### config.mk
export PLATFORM = sky130hd
export DESIGN_NAME = bsg_clk_mon_scan
export DESIGN_NICKNAME = d
export VERILOG_FILES = /design/src/rtl/bsg_clk_mon_scan.sv
export SDC_FILE = /design/constraint.sdc
export NUM_CORES = 1
export LEC_CHECK = 0
export ABC_AREA = 1
export BUFFER_PORTS_ARGS = -buffer_cell sky130_fd_sc_hd__buf_2
export CAP_MARGIN = 15
export CORE_MARGIN = 2
export CORE_UTILIZATION = 52
export CTS_CLUSTER_DIAMETER = 50
export CTS_CLUSTER_SIZE = 16
export DETAILED_ROUTE_END_ITERATION = 8
export PLACE_DENSITY = 0.75
export SLEW_MARGIN = 15
export SYNTH_ARGS = -nofsm -noshare
export SYNTH_HDL_FRONTEND = slang
export SYNTH_SLANG_ARGS = --single-unit
### constraint.sdc
create_clock -name clk_i -period 3.3 [get_ports clk_i]
set_input_delay 0.33 -clock clk_i [delete_from_list [all_inputs] [get_ports clk_i]]
set_output_delay 0.33 -clock clk_i [all_outputs]
set_load 0.005 [all_outputs]
### src/rtl/bsg_clk_mon_scan.sv
// Multi-channel divided-clock edge counter with windowed measurement, scan mode and sticky limit faults.
// Latency en_i -> v_o is sync_stages_p+1+W+1 cycles; a held result (v_o without yumi_i) stalls further windows.
module bsg_clk_mon_scan #(
  parameter int num_ch_p       = 4,
  parameter int count_width_p  = 16,
  parameter int window_width_p = 16,
  parameter int sync_stages_p  = 2,
  localparam int ch_w_lp       = (num_ch_p > 1) ? $clog2(num_ch_p) : 1
) (
  input  logic                      clk_i,
  input  logic                      async_reset_ni,
  input  logic                      en_i,
  input  logic                      scan_i,
  input  logic [ch_w_lp-1:0]        sel_i,
  input  logic [window_width_p-1:0] window_i,
  input  logic [count_width_p-1:0]  lo_thresh_i,
  input  logic [count_width_p-1:0]  hi_thresh_i,
  input  logic                      clear_i,
  input  logic [num_ch_p-1:0]       div_clk_i,
  output logic                      v_o,
  input  logic                      yumi_i,
  output logic [count_width_p-1:0]  count_o,
  output logic [ch_w_lp-1:0]        ch_o,
  output logic                      sat_o,
  output logic [num_ch_p-1:0]       fault_o
);

  localparam int set_w_lp = $clog2(sync_stages_p + 2);
  localparam int tmr_w_lp = (window_width_p > set_w_lp) ? window_width_p : set_w_lp;

  typedef enum logic [1:0] {s_idle, s_settle, s_measure, s_hold} state_e;

  state_e                                     state_r, state_n;
  logic [sync_stages_p-1:0][num_ch_p-1:0]     sync_r;
  logic [num_ch_p-1:0]                        prev_r, rise_w;
  logic [tmr_w_lp-1:0]                        tmr_r, tmr_n, win_r, win_n;
  logic [count_width_p-1:0]                   cnt_r, cnt_n;
  logic                                       sat_r, sat_n;
  logic [ch_w_lp-1:0]                         ch_r, ch_n, ptr_r, ptr_n, ch_adv_w, ch_pick_w;
  logic [num_ch_p-1:0]                        fault_r, fault_set;
  logic [window_width_p-1:0]                  win_m1_w;

  // Edge detector runs every cycle, so prev already tracks synced when SETTLE ends.
  always_ff @(posedge clk_i or negedge async_reset_ni) begin
    if (!async_reset_ni) begin
      sync_r <= '0;
      prev_r <= '0;
    end else begin
      sync_r <= {sync_r[sync_stages_p-2:0], div_clk_i};
      prev_r <= sync_r[sync_stages_p-1];
    end
  end

  assign rise_w   = sync_r[sync_stages_p-1] & ~prev_r;
  assign ch_adv_w = (ch_r == ch_w_lp'(num_ch_p - 1)) ? '0 : ch_r + ch_w_lp'(1);
  assign win_m1_w = (window_i == '0) ? '0 : window_i - window_width_p'(1);

  always_comb begin
    state_n   = state_r;
    tmr_n     = tmr_r;
    win_n     = win_r;
    cnt_n     = cnt_r;
    sat_n     = sat_r;
    ch_n      = ch_r;
    ptr_n     = ptr_r;
    fault_set = '0;
    if (state_r == s_hold && yumi_i && scan_i) ptr_n = ch_adv_w;
    ch_pick_w = (num_ch_p == 1) ? '0 : (scan_i ? ptr_n : sel_i);

    unique case (state_r)
      s_idle: begin
        if (en_i) begin
          state_n = s_settle;
          tmr_n   = tmr_w_lp'(sync_stages_p);
          ch_n    = ch_pick_w;
          win_n   = tmr_w_lp'(win_m1_w);
        end
      end
      s_settle: begin
        if (!en_i) begin
          state_n = s_idle;
        end else if (tmr_r == '0) begin
          state_n = s_measure;
          tmr_n   = win_r;
          cnt_n   = '0;
          sat_n   = 1'b0;
        end else begin
          tmr_n = tmr_r - tmr_w_lp'(1);
        end
      end
      s_measure: begin
        if (!en_i) begin
          state_n = s_idle;
        end else begin
          if (rise_w[ch_r]) begin
            if (&cnt_r) sat_n = 1'b1;
            else        cnt_n = cnt_r + count_width_p'(1);
          end
          if (tmr_r == '0) begin
            state_n = s_hold;
            if (cnt_n < lo_thresh_i || cnt_n > hi_thresh_i) fault_set[ch_r] = 1'b1;
          end else begin
            tmr_n = tmr_r - tmr_w_lp'(1);
          end
        end
      end
      s_hold: begin
        if (yumi_i) begin
          if (en_i) begin
            state_n = s_settle;
            tmr_n   = tmr_w_lp'(sync_stages_p);
            ch_n    = ch_pick_w;
            win_n   = tmr_w_lp'(win_m1_w);
          end else begin
            state_n = s_idle;
          end
        end
      end
      default: state_n = s_idle;
    endcase
  end

  always_ff @(posedge clk_i or negedge async_reset_ni) begin
    if (!async_reset_ni) begin
      state_r <= s_idle;
      tmr_r   <= '0;
      win_r   <= '0;
      cnt_r   <= '0;
      sat_r   <= 1'b0;
      ch_r    <= '0;
      ptr_r   <= '0;
      fault_r <= '0;
    end else begin
      state_r <= state_n;
      tmr_r   <= tmr_n;
      win_r   <= win_n;
      cnt_r   <= cnt_n;
      sat_r   <= sat_n;
      ch_r    <= ch_n;
      ptr_r   <= ptr_n;
      // A new fault wins over a simultaneous clear for the same bit.
      fault_r <= (clear_i ? '0 : fault_r) | fault_set;
    end
  end

  assign v_o     = (state_r == s_hold);
  assign count_o = cnt_r;
  assign ch_o    = ch_r;
  assign sat_o   = sat_r;
  assign fault_o = fault_r;

endmodule

==> key figures <==
Finish
  • Fin util: 66.4%
  • Non-Filler Instances: roughly 840
  • Most frequent cells in the layout: inv_1 (110), nand2_1 (99), buf_2 (83), dfrtp_1 (70), nor2_1 (54)
  • Area Overhead vs Synth: 23.0%
  • Net count, final: around 830
  • N_diodes: 0
  • Commonest non-fill, non-tap cell in the layout: inv_1
  • Share of cells above drive strength 1: 26.0%

Clock network
  • CTS buffer count: 9
  • H-tree depth: 3
  • Worst-Skew Late Latency: approximately 340 ps
  • Root buffer cell: clkbuf_8
  • CTS tree: built
  • TritonCTS Sinks: approximately 70
  • Clock slew at reported path FFs: 80 ps
  • Clk buf depth: 2

Critical path
  • Startpoint Class: register
  • Worst Path Required: roughly 3500 ps
  • Critical Path AT: roughly 3600 ps
  • Critical R2R Capture: fault_o[2]$_DFF_PN0_
  • R2r worst-path depth: 23
  • Setup slack, reg-to-reg: -20 ps
  • Critical R2R Launch: count_o[1]$_DFFE_PN0P_
  • Worst Setup End Kind: register
  • Crit Path Category: register to register
  • Worst Path Max Fanout: 4

STA
  • Final Hold Viols: 0
  • Post-Route Skew: ~8.4 ps
  • Final critical-path share of the clock period: 101%
  • Tmin final: 3320 ps
  • Worst hold slack: roughly 89 ps
  • RSZ-0062 raised after global routing: true
  • Slew Limit Fails: 0
  • Rel. slew slack: 61.2%
  • Setup WS post-layout: -19.4 ps
  • Setup Viol. Count Final: 3
  • Max Clk Rate: 301 MHz
  • Worst Tran Pin Value: slightly below 600 ps

Drt
  • Drt first pass iters: 5
  • Via count: approximately 4400
  • Antenna viol nets, final: 0
  • DRC Markers: 0
  • Number of DRC markers in iteration 0: approximately 170
  • Vias per cell: 5.28
  • WL per Instance: roughly 14 microns
  • Total wire length: between 10000 and 15000 microns

Floorplanning
  • CORE AREA: ~8800 sq um
  • Core Rows: 34
  • Die W: 99.6 microns
  • Die Footprint: between 9000 and 10000 sq um
  • Die height: 99.6 microns
  • Starting density of the core: between 50% and 60%
  • I/O pins: 84

Hold path
  • Min-delay src: div_clk_i[0]
  • Worst hold path type: input pin to register
  • Hold EP: sync_r[0]$_DFF_PN0_
  • Hold path depth: 1

Global routing
  • Grt total ovfl: 0
  • Antenna violations before repair: 0
  • Total track usage: between 20% and 30%
  • Number of global-route vias before repair: ~4500
  • Largest net degree at the start of global routing: 27
  • First-pass GRT wire length: approximately 19000 microns

Synthesis
  • Top_reg_cell synth: dfrtp_1
  • Post-synth EDFFs: 0
  • Sequential share of the synthesized area: between 30% and 40%
  • Yosys top cell by area: dfrtp_1
  • Top cells by area, synth: dfrtp_1 (37%), ha_1 (11%), inv_1 (8.8%)
  • Syn_nets: between 600 and 700
  • Async set or reset register ratio after synthesis: between 90% and 100%
  • Post-Synthesis Cells: just under 600
  • Syn Area/Cell: around 8.0 sq um
  • Synth Warn #: 0
  • Synth top area share: 37.4%
  • FF+latch count, synth: 71
  • Yosys cell types: 42
  • Mapped cell area: roughly 4800 sq um

Placement
  • Dpl ws: -41.6 ps
  • Placer Congestion: 0.901
  • Number of port buffers: 83
  • Final HPWL DP: about 9000 microns
  • Placed cells: 811

Power and ir drop
  • Tot Pwr: around 3.6 mW
  • VDD IR max: 0.000398 V
  • Power Density: a little over 600 nW/um^2
  • LEAKAGE: 3.13 nW

Outcome
  • Status: finished with violations
  • Failing checks: setup timing

Flow run
  • Maxcap violations: 0
-- metrics by stage --
step	area [sq um]	setup TNS (ps)
after floorplan	4750	0
after global placement	5500	0
after detailed placement	5500	-110
after CTS	5760	0
after global routing	5850	-963
final	5850	-38.2
-- sequential cells by signal, summed over array words and instances, names as in the netlist --
register / count
sync_r: 8
sat_o: 1
ptr_r: 2
fault_o: 4
tmr_r: 16
ch_o: 2
count_o: 16
prev_r: 4
state_r: 2
win_r: 16
-- cell type report --
| type | instances | area [sq um] |
|---|---|---|
| sequential | 71 | 1780 |
| inverter | 117 | 439 |
| tap | 108 | 135 |
| clock buffer | 9 | 124 |
| timing repair buffer | 125 | 733 |
| multi-input combinational | 402 | 2600 |
| clock inverter | 6 | 38.8 |
| fill | 757 | 2960 |
-- cell usage after synthesis, drive strengths merged (2+ instances only) --
| library cell | number |
|---|---|
| nor3 | 12 |
| o221a | 2 |
| o211ai | 2 |
| nor4 | 4 |
| a22oi | 7 |
| a21oi | 18 |
| ha | 42 |
| a211oi | 3 |
| o22ai | 28 |
| clkbuf | 2 |
| buf | 4 |
| nand4 | 10 |
| nand2 | 109 |
| nand3 | 14 |
| xnor2 | 9 |
| inv | 117 |
| o21ai | 42 |
| nor2 | 63 |
| dfrtp | 71 |
| a22o | 2 |
| xor2 | 27 |
-- worst max-delay path, stage by stage (launching register included) --
cell	delay, ps
dfrtp_1	410
ha_2	190
inv_2	70
nor2_2	40
nand2_2	70
nor2_4	40
nor3_4	210
nand3_2	140
nor2_4	150
nand3_4	110
nor2_4	110
xor2_1	170
inv_1	110
ha_4	270
nand4_1	110
nor4_1	310
buf_4	160
nand4_1	70
inv_1	80
o21ai_2	60
o21ai_2	110
nand2_2	100
nand2_2	80
nand2_2	50
-- layer usage --
metal / GRT usage [%] / vias to the layer above / part of all wire (%)
li1: - / 2195 / -
met4: 8.43 / 0 / 2.3
met5: 0 / - / 0
met2: 42.7 / 141 / 49
met1: 30.0 / 2068 / 44
met3: 3.72 / 20 / 4.8
-- timing repair --
action                     in CTS  in global routing
hold endpoints to repair       20                  0
setup endpoints to repair       4                  4
pin swaps                      14                 18
gates resized for setup        11                  9
buffers inserted                5                  6
hold buffers                    1                  0
-- where the power goes --
| part | leakage (nW) | internal (mW) | switching [mW] |
|---|---|---|---|
| Sequential | 0.922 | 1.09 | 0.163 |
| Combinational | 2.12 | 0.671 | 1.11 |
| Clock | 0.0809 | 0.265 | 0.325 |
-- worst max-delay path by stage --
stage	start	to	slack, ps
final	count_o[1]$_DFFE_PN0P_	fault_o[2]$_DFF_PN0_	-20
after global routing	count_o[1]$_DFFE_PN0P_	fault_o[2]$_DFF_PN0_	-260
after CTS	ch_o[0]$_DFFE_PN0P_	fault_o[2]$_DFF_PN0_	8
after detailed placement	count_o[0]$_DFFE_PN0P_	fault_o[2]$_DFF_PN0_	-40
after global placement	count_o[1]$_DFFE_PN0P_	fault_o[2]$_DFF_PN0_	80
after floorplan	count_o[0]$_DFFE_PN0P_	fault_o[0]$_DFF_PN0_	250
-- logic make-up after synthesis --
logic type / count (synthesis) / synth area share, %
buffers and inverters: 123 / 9.82
adder cells (fa/ha/maj): 42 / 11.1
flip-flops: 71 / 37.4
AO/OA/AOI/OAI: 109 / 13.9
XOR/XNOR: 36 / 6.63
AND/OR/NAND/NOR: 215 / 21.2
(Power assumes the default switching activity.)
